**src/rtl/fetch_queue.sv**
```systemverilog
// Instruction-fetch unit: drives imem over req/ack, buffers {pc, word} in a DEPTH-entry FIFO,
// and presents the head to decode with valid/ready. Supports redirect flushes and a halt word.
module fetch_queue #(
    parameter int unsigned ADDR_W                  = 16,
    parameter int unsigned INSTR_W                 = 16,
    parameter int unsigned DEPTH                   = 4,
    parameter logic [ADDR_W-1:0]  RESET_PC         = '0,
    parameter logic [INSTR_W-1:0] HALT_WORD        = '1
) (
    input  logic                         i_clk,
    input  logic                         i_rst,
    output logic                         o_imem_req,
    output logic [ADDR_W-1:0]            o_imem_addr,
    input  logic                         i_imem_ack,
    input  logic [INSTR_W-1:0]           i_imem_rdata,
    output logic                         o_instr_valid,
    output logic [INSTR_W-1:0]           o_instr,
    output logic [ADDR_W-1:0]            o_instr_pc,
    input  logic                         i_instr_ready,
    input  logic                         i_redirect,
    input  logic [ADDR_W-1:0]            i_redirect_pc,
    output logic [$clog2(DEPTH+1)-1:0]   o_level,
    output logic                         o_halted
);

    localparam int unsigned PTR_W = $clog2(DEPTH);
    localparam int unsigned LVL_W = $clog2(DEPTH + 1);

    logic [ADDR_W-1:0]  r_fetch_pc;
    logic               r_fetch_stop;
    logic               r_halted;
    logic [PTR_W-1:0]   r_wr_ptr;
    logic [PTR_W-1:0]   r_rd_ptr;
    logic [LVL_W-1:0]   r_level;
    logic [ADDR_W-1:0]  r_pc_mem    [DEPTH];
    logic [INSTR_W-1:0] r_instr_mem [DEPTH];

    logic w_full;
    logic w_req;
    logic w_push;
    logic w_valid;
    logic w_pop;
    logic w_flush;
    logic w_pop_halt;
    logic w_rdata_halt;

    // Request depends on registered state only, so decode's ready never reaches imem.
    assign w_full       = (r_level == LVL_W'(DEPTH));
    assign w_req        = !i_rst && !r_halted && !r_fetch_stop && !w_full;
    assign w_push       = w_req && i_imem_ack;
    assign w_valid      = (r_level != '0) && !r_halted;
    assign w_pop        = w_valid && i_instr_ready;
    assign w_flush      = i_redirect && !r_halted;
    assign w_pop_halt   = w_pop && (r_instr_mem[r_rd_ptr] == HALT_WORD);
    assign w_rdata_halt = (i_imem_rdata == HALT_WORD);

    assign o_imem_req    = w_req;
    assign o_imem_addr   = r_fetch_pc;
    assign o_instr_valid = w_valid;
    assign o_instr       = r_instr_mem[r_rd_ptr];
    assign o_instr_pc    = r_pc_mem[r_rd_ptr];
    assign o_level       = r_level;
    assign o_halted      = r_halted;

    always_ff @(posedge i_clk) begin
        if (i_rst) begin
            r_fetch_pc   <= RESET_PC;
            r_fetch_stop <= 1'b0;
            r_halted     <= 1'b0;
            r_wr_ptr     <= '0;
            r_rd_ptr     <= '0;
            r_level      <= '0;
        end else begin
            // A halt word popped alongside a redirect still counts as consumed.
            if (w_pop_halt) begin
                r_halted <= 1'b1;
            end
            if (w_flush) begin
                r_fetch_pc   <= i_redirect_pc;
                r_fetch_stop <= 1'b0;
                r_wr_ptr     <= '0;
                r_rd_ptr     <= '0;
                r_level      <= '0;
            end else begin
                if (w_push) begin
                    r_fetch_pc <= r_fetch_pc + ADDR_W'(1);
                    r_wr_ptr   <= r_wr_ptr + PTR_W'(1);
                    if (w_rdata_halt) begin
                        r_fetch_stop <= 1'b1;
                    end
                end
                if (w_pop) begin
                    r_rd_ptr <= r_rd_ptr + PTR_W'(1);
                end
                case ({w_push, w_pop})
                    2'b10:   r_level <= r_level + LVL_W'(1);
                    2'b01:   r_level <= r_level - LVL_W'(1);
                    default: r_level <= r_level;
                endcase
            end
        end
    end

    // Storage is cleared on reset so the head outputs read zero until the first push.
    always_ff @(posedge i_clk) begin
        if (i_rst) begin
            for (int i = 0; i < int'(DEPTH); i++) begin
                r_pc_mem[i]    <= '0;
                r_instr_mem[i] <= '0;
            end
        end else if (w_push && !w_flush) begin
            r_pc_mem[r_wr_ptr]    <= r_fetch_pc;
            r_instr_mem[r_wr_ptr] <= i_imem_rdata;
        end
    end

endmodule
```
**config.mk**
```make
export PLATFORM = sky130hd
export DESIGN_NAME = fetch_queue
export DESIGN_NICKNAME = d
export VERILOG_FILES = /design/src/rtl/fetch_queue.sv
export SDC_FILE = /design/constraint.sdc
export NUM_CORES = 1
export LEC_CHECK = 0
export ABC_AREA = 1
export CAP_MARGIN = 20
export CELL_PAD_IN_SITES_DETAIL_PLACEMENT = 2
export CELL_PAD_IN_SITES_GLOBAL_PLACEMENT = 2
export CORE_ASPECT_RATIO = 1.5
export CORE_MARGIN = 5
export CORE_UTILIZATION = 38
export CTS_BUF_LIST = sky130_fd_sc_hd__clkbuf_4
export DETAILED_ROUTE_END_ITERATION = 8
export MAX_ROUTING_LAYER = met4
export PLACE_DENSITY = 0.91
export SYNTH_ARGS = -nofsm -noshare
export SYNTH_HDL_FRONTEND = slang
export SYNTH_SLANG_ARGS = --single-unit
```
**constraint.sdc**
```tcl
create_clock -name i_clk -period 8.55 [get_ports i_clk]
set_input_delay 1.2825 -clock i_clk [delete_from_list [all_inputs] [get_ports i_clk]]
set_output_delay 1.2825 -clock i_clk [all_outputs]
set_load 0.005 [all_outputs]
```
* Yosys cells after proc, flatten, opt, wreduce, memory -nomap -nowiden
Memories as Yosys holds them, arrays and structs flattened. A register that Yosys moved wholly into a read port is not among the register bits.
Cells that the tools add are included.
** Cells by class
- $add $sub $neg :: 5
- Reductions and logical operators :: 21
- Muxes and demuxes :: 18
- Equal/unequal tests :: 5
** Operator list (count)
- $mux W16 :: 4
- $eq A16 B16 Y1 const B :: 2
- $reduce_or A16 Y1 :: 2
- $add A16 B1 Y16 const B :: 1
- $mux W2 :: 6
- $logic_and A1 B1 Y1 :: 9
- $mux W1 :: 7
- $pmux W3 S2 :: 1
- $logic_not A1 Y1 :: 5
- $add A2 B1 Y2 const B :: 2
- $reduce_bool A2 Y1 :: 2
- $add A3 B1 Y3 const B :: 1
- $eq A3 B3 Y1 const B :: 1
- $reduce_bool A3 Y1 :: 1
- $sub A3 B1 Y3 const B :: 1
- $eq A2 B1 Y1 const B :: 1
- $eq A2 B2 Y1 const B :: 1
- $reduce_and A2 Y1 :: 1
- $reduce_or A2 Y1 :: 1
** Word-level totals
- Bits in registers :: 25
- Input bits :: 37
- Logic and storage cells :: 57
- Memories kept :: 2
- Output and inout bits :: 54
- RAM bits :: 128
** Memories
- r_instr_mem :: depth 4, bits a word 16, rd ports 1, clocked after memory_dff 1, wr ports 4, RTL line 36 : logic [INSTR_W-1:0] r_instr_mem [DEPTH];
- r_pc_mem :: depth 4, bits a word 16, rd ports 1, clocked after memory_dff 1, wr ports 4, RTL line 35 : logic [ADDR_W-1:0] r_pc_mem [DEPTH];

* Depth between registers and ports, before layout
Gate-level depths: netlist of the first run.
- Word-level depth :: 11
- Gate-level depth with buffers :: 13
- Depth with buffers taken out :: 11

* Worst setup path before layout of the first run
Ideal clock, no wire load.
- Path kind :: input -> register
- From :: in i_rst
- To :: mem r_instr_mem[3][0] (enable)
- Buffers on the path :: 3
- Slack :: 3.532 ns
- Arrival :: 4.548 ns
- Stages :: 8
- Setup time :: 0.470 ns
- Data required time :: 8.080 ns
- Path through :: buf_6 clkinv_2 nand3_2 a31oi_4 nand3_2 buf_6 buf_6 o31ai_1
** RTL lines
- from (decl) :: RTL line 11 : input logic i_rst,
- to (decl) :: RTL line 36

* Worst setup path in the final report of the first run
- From :: in i_rst
- To :: out o_imem_req
** On the way
- Cells in the longest elaborated chain, start to end :: 4
** Ends and longest elaborated chain
- $logic_not A1 Y1 :: RTL line 49 : assign w_req = !i_rst && !r_halted && !r_fetch_stop && !w_full;
- $logic_and A1 B1 Y1 (3 in series) :: RTL line 49
- to (decl) :: RTL line 12 : output logic o_imem_req,
No other way between the ends.

==> key figures, run 1 <==
Layout
  • # nets final: 902
  • Finished Cell Area: 0.00862 mm2
  • Final non-filler cell total: 1,128
  • Share of cells above drive strength 1: 5.94%
  • Syn-to-layout area delta: 19.5%

Placed design
  • # placed instances: 1,094
  • Hpwl dp: 16,400 um
  • Area after DPL: 0.00829 mm2
  • PortBufs: 90
  • Gpl congestion: 0.800

Worst setup path
  • Crit path kind: in2out
  • Critical Path AT: 3.33 ns
  • Critical path data required time: 7.27 ns
  • Largest stage delay, worst path: 0.94 ns
  • Worst path slowest cell: clkdlybuf4s50_1
  • CP Cell Sequence: clkdlybuf4s50_1 > clkinv_2 > nand3_2 > a31oi_4 > clkdlybuf4s50_1
  • Startpoint types: input port
  • Crit Path Max Fanout: 17
  • Most used cell, CP: clkdlybuf4s50_1
  • Worst Setup End Kind: primary output

Global route
  • First-pass GRT wire length: 37,900 um
  • Initial antenna violation count: 1
  • Vias in the first global route: 6,689
  • Total track usage: 23.6%
  • Total global routing overflow: 0
  • Maximum number of pins on one net before global-route repair: 83

STA
  • Period utilisation layout: 53.9%
  • Unrepaired setup endpoints after global routing: false
  • Final min period: 4.61 ns
  • Slew Limit Headroom: 29.0%
  • Setup Skew: 0.0225 ns
  • Fin Setup TNS: 0 ns
  • Slew Viols, Final: 0
  • Max Freq: 217 MHz
  • Worst Max-Slew Pin Slew: 1.06 ns
  • Final setup fails: 0
  • Final hold violation count: 0

Route
  • 1st-pass router iterations: 5
  • DRC: 0
  • WL final: 24,500 um
  • WL per Instance: 21.7 um
  • Vias: 5,935
  • Final antenna-violating net count: 0
  • 1st-iter DRT viols: 434
  • Via-to-Cell Ratio: 5.26

CTS
  • Reg clk slew, reported paths: 0.13 ns
  • H-Tree Depth: 4
  • TritonCTS clock tree: yes
  • CTS root buf: clkbuf_4
  • Clock latency on the worst-skew pair: 0.57 ns
  • Largest buffer count on any clock path: 2
  • CTS Hold Bufs: 0
  • CTS buffer count: 17
  • Gates resized, CTS repair: 0
  • CTS sink cnt: 155
  • Postcts setup bufs: 0

Yosys
  • Asr flop ratio synth: 0%
  • Post-synth top area cell: edfxtp_1
  • Top cells by count, synth: nor2_1 (166), nand2_1 (140), edfxtp_1 (128), inv_1 (74), nand3_1 (49)
  • Largest cells by area after synthesis: edfxtp_1 (53%), nor2_1 (8.6%), dfxtp_1 (7.5%), nand2_1 (7.3%), inv_1 (3.8%)
  • Cell variety after synth: 29
  • Synth Register Bits: 155
  • Mapped Cells: 787
  • Synth top area share: 53.3%
  • Number of synthesized flops with an enable pin: 128
  • Synthesized area: 0.00722 mm2
  • Synth Warn #: 0
  • Most common cell in the netlist: nor2_1
  • Post-synth top flop: edfxtp_1
  • Syn nets: 827
  • Register area share after synthesis: 60.7%
  • Syn_area_per_cell: 9.17 um2

Floorplan
  • Die H: 179 um
  • Die Area: 0.0219 mm2
  • Die W: 123 um
  • Row cnt: 61
  • Top-level I/O count: 91
  • Initial Util: 38.8%
  • Core outline area: 0.0186 mm2

Status
  • Status: finished, final reports clean

Power
  • Pwr Density: 176 mW/mm2
  • Leak: 3.23 nW
  • VDD IR max: 0.0847 mV

Worst hold path
  • Hold WC Path Type: reg2reg

Run
  • Max Cap Violations: 0
[power breakdown]
group | internal, mW | switching, mW | leakage, nW
clock | 0.211 | 0.282 | 0.156
combinational | 0.0631 | 0.0974 | 1.53
sequential | 0.850 | 0.0182 | 1.55
total | 1.12 | 0.397 | 3.23
[placed cells by master, fill, tap and decap left out, drive strengths merged]
master,count
ha,2
xnor2,1
bufinv,3
o21a,2
nand3b,1
nand3,52
nor4,1
nand2,140
inv,80
o21ai,45
nor2,166
a31oi,2
xor2,11
or2,1
o31ai,1
clkinvlp,4
diode,1
a21oi,18
clkinv,5
clkbuf,19
buf,6
fa,1
nor3,47
o22ai,17
dfxtp,27
edfxtp,128
clkdlybuf4s50,90
nand4,5
[layout make-up]
class,instances,area (um2)
Antenna cell,1,2.50
Clock buffer,19,143
Clock inverter,13,169
Fill cell,2078,10000
Inverter,79,298
Multi-Input combinational cell,513,2350
Sequential cell,155,4390
Tap cell,252,315
Timing Repair Buffer,96,958
[worst paths after layout]
check | cells past startpoint | slack [ns] | endpoint | from
min reg2reg | 1 | 0.51 | r_rd_ptr[1]$_SDFFE_PP0P_ | r_rd_ptr[1]$_SDFFE_PP0P_
max | 5 | 3.94 | o_imem_req | i_rst
max reg2reg | 7 | 5.46 | r_pc_mem[0][6]$_SDFFCE_PN0P_ | o_halted$_SDFFE_PP0P_
min | 1 | 0.51 | r_rd_ptr[1]$_SDFFE_PP0P_ | r_rd_ptr[1]$_SDFFE_PP0P_
[registers in the layout, summed over array words and instances, names as in the netlist, named ones only]
name / flops
r_rd_ptr: 2
o_imem_addr: 16
o_level: 3
r_pc_mem: 64
r_instr_mem: 64
o_halted: 1
r_fetch_stop: 1
r_wr_ptr: 2
[worst max-delay path, delay by kind of cell]
family,cells,cell delay [ns]
compound gates,1,0.05
buf+inv,3,1.79
simple gates,1,0.19
[stage by stage]
| stage | power [mW] | hold slack [ns] | worst slack, ns | utilization [%] |
|---|---|---|---|---|
| after global placement | 1.03 | 0.470 | 3.95 | 44.5 |
| final | 1.52 | 0.514 | 3.94 | 46.3 |
| after CTS | 1.53 | 0.515 | 3.89 | 46.2 |
| after global routing | 1.58 | 0.540 | 3.75 | 46.3 |
| after detailed placement | 1.05 | 0.483 | 3.79 | 44.5 |
| after floorplan | 0.954 | 0.450 | 3.53 | - |
[cells by family after synthesis]
group | synth area share (%)
AOI/OAI and AO/OA | 6.54
xor gates and xnor gates | 1.46
adders and majority gates | 0.624
buffers and inverters | 6.93
DFF | 60.7
and+or+nand+nor | 23.7
[per-layer routing]
| layer | vias to the layer above | global-route usage (%) | share of wire, % |
|---|---|---|---|
| li1 | 2771 | - | - |
| met1 | 2996 | 26.5 | 39 |
| met2 | 143 | 43.7 | 56 |
| met3 | 25 | 2.78 | 3.4 |
| met4 | 0 | 6.77 | 1.8 |
| met5 | - | - | 0 |
(Power assumes the default switching activity.)
==> run 2: changes to the inputs <==
--- a/config.mk
+++ b/config.mk
@@ -11,11 +11,11 @@
 export CELL_PAD_IN_SITES_GLOBAL_PLACEMENT = 2
 export CORE_ASPECT_RATIO = 1.5
 export CORE_MARGIN = 5
-export CORE_UTILIZATION = 38
+export CORE_UTILIZATION = 32
 export CTS_BUF_LIST = sky130_fd_sc_hd__clkbuf_4
 export DETAILED_ROUTE_END_ITERATION = 8
 export MAX_ROUTING_LAYER = met4
-export PLACE_DENSITY = 0.91
+export PLACE_DENSITY = 0.82
 export SYNTH_ARGS = -nofsm -noshare
 export SYNTH_HDL_FRONTEND = slang
 export SYNTH_SLANG_ARGS = --single-unit
==> constraint.sdc (replaced) <==
create_clock -name i_clk -period 3.7 [get_ports i_clk]
set_input_delay 0.555 -clock i_clk [delete_from_list [all_inputs] [get_ports i_clk]]
set_output_delay 0.555 -clock i_clk [all_outputs]
set_load 0.005 [all_outputs]
==> run 2 against run 1 <==
  * Global-route usage is 4.9 points lower
  * Utilization is 7.5 points lower
  * Sequential share of layout area is 0.15 points lower
  * First-iteration DRC count is 20% lower
  * Non-clock buffer count is 9 higher
  * Critical path depth is 1 lower
  * Routed wire length is 5.9% lower
  * Setup slack worse by 3.4 ns
  * Flip-flop and latch count stayed put
  * Die area is 17% higher
  * Final cell count is 2.9% higher
  * Critical path type is now reg2out
  * Largest cell class unchanged
  * Largest power group unchanged
  * Highest routed layer unchanged
==> key figures, run 2 (synthesis gave the netlist of run 1 again) <==
Status
  • Status: finished, final reports clean

Worst setup path
  • Critical Path AT: 2.57 ns
  • Largest stage delay, worst path: 0.59 ns
  • Crit Path Max Fanout: 64
  • Critical path data required time: 3.14 ns
  • Worst path slowest cell: clkdlybuf4s50_1
  • CP Cell Sequence: buf_4 > o21ai_0 > o22ai_1 > clkdlybuf4s50_1
  • Worst Setup End Kind: primary output
  • Crit path kind: reg2out
  • Startpoint types: flop

Global route
  • First-pass GRT wire length: 36,200 um
  • Total global routing overflow: 0
  • Vias in the first global route: 6,658
  • Initial antenna violation count: 1
  • Total track usage: 18.6%
  • Maximum number of pins on one net before global-route repair: 65

Floorplan
  • Core outline area: 0.0223 mm2
  • Row cnt: 67
  • Top-level I/O count: 91
  • Die H: 194 um
  • Die W: 133 um
  • Initial Util: 32.4%
  • Die Area: 0.0257 mm2

Layout
  • Post-layout util: 38.8%
  • Most common cell after layout, fill and taps aside: nor2_1
  • Final non-filler cell total: 1,161
  • # nets final: 911
  • Share of cells above drive strength 1: 6.33%
  • Syn-to-layout area delta: 19.8%
  • Filler instances: 2,474
  • Most frequent cells in the layout: nor2_1 (166), nand2_1 (140), edfxtp_1 (128)

Power
  • Leak: 3.24 nW
  • VDD IR max: 0.206 mV
  • Pwr Density: 384 mW/mm2

STA
  • Final setup fails: 0
  • Worst Max-Slew Pin Slew: 0.998 ns
  • Fin Setup TNS: 0 ns
  • Unrepaired setup endpoints after global routing: false
  • Setup Skew: 0.0232 ns
  • Final min period: 3.13 ns
  • Max Freq: 320 MHz
  • Slew Limit Headroom: 33.4%
  • Slew Viols, Final: 0
  • Final hold violation count: 0
  • Period utilisation layout: 84.6%

Placed design
  • Hpwl dp: 16,100 um
  • # placed instances: 1,128
  • Gpl congestion: 0.772
  • PortBufs: 90

Route
  • Vias: 5,839
  • Final antenna-violating net count: 0
  • Via-to-Cell Ratio: 5.03
  • 1st-pass router iterations: 4
  • WL final: 23,000 um
  • DRC: 0
  • 1st-iter DRT viols: 347
  • WL per Instance: 19.8 um

CTS
  • CTS root buf: clkbuf_4
  • CTS buffer count: 17
  • H-Tree Depth: 4
  • Largest buffer count on any clock path: 2
  • Reg clk slew, reported paths: 0.15 ns
  • CTS Hold Bufs: 0
  • Clock latency on the worst-skew pair: 0.54 ns
  • Gates resized, CTS repair: 0
  • CTS sink cnt: 155
  • Postcts setup bufs: 0
  • TritonCTS clock tree: yes

Run
  • Max Cap Violations: 0

Worst hold path
  • Hold WC Path Type: reg2reg
## run 2: critical path, delay by kind of cell (launching register included)
kind | cells | cell delay (ns)
compound gates | 2 | 0.52
buf+inv | 2 | 1.14
flops | 1 | 0.37
## run 2: worst paths after layout
path	startpoint	end	slack, ns	cells past startpoint
worst max-delay path	flop	o_instr_pc[3]	0.57	4
worst min-delay path	r_fetch_stop$_SDFFE_PP0P_	r_fetch_stop$_SDFFE_PP0P_	0.50	2
worst max register to register	o_halted$_SDFFE_PP0P_	r_instr_mem[1][1]$_SDFFCE_PN0P_	1.38	8
worst min register to register	r_fetch_stop$_SDFFE_PP0P_	r_fetch_stop$_SDFFE_PP0P_	0.50	2
## run 2: area by class of cell
class / instances / area (um2) / share of cell area (%)
Timing Repair Buffer: 105 / 1030 / 11.9
Clock inverter: 15 / 116 / 1.35
Tap cell: 276 / 345 / 3.99
Inverter: 79 / 298 / 3.44
Multi-Input combinational cell: 513 / 2350 / 27.1
Sequential cell: 155 / 4390 / 50.7
Clock buffer: 17 / 128 / 1.48
Antenna cell: 1 / 2.50 / 0.0289
## run 2: report_power, final
group	leakage (nW)	switching, mW	internal [mW]
combinational	1.57	0.217	0.150
clock	0.128	0.677	0.278
sequential	1.55	0.0380	1.96
## run 2: stage by stage
step	area (um2)	power [mW]	setup WS [ns]	hold slack [ns]
floorplan	7220	2.20	0.407	0.450
global placement	8400	2.40	0.786	0.468
detailed placement	8400	2.42	0.705	0.481
CTS	8640	3.36	0.490	0.506
global route	8650	3.47	0.356	0.541
finish	8650	3.32	0.570	0.496
## run 2: routing by layer
metal / share of wire (%) / up-vias / global-route usage (%)
li1: - / 2786 / -
met1: 38 / 2936 / 19.3
met2: 58 / 98 / 36.1
met3: 2.3 / 19 / 2.57
met4: 1.5 / 0 / 5.28
met5: 0 / - / -
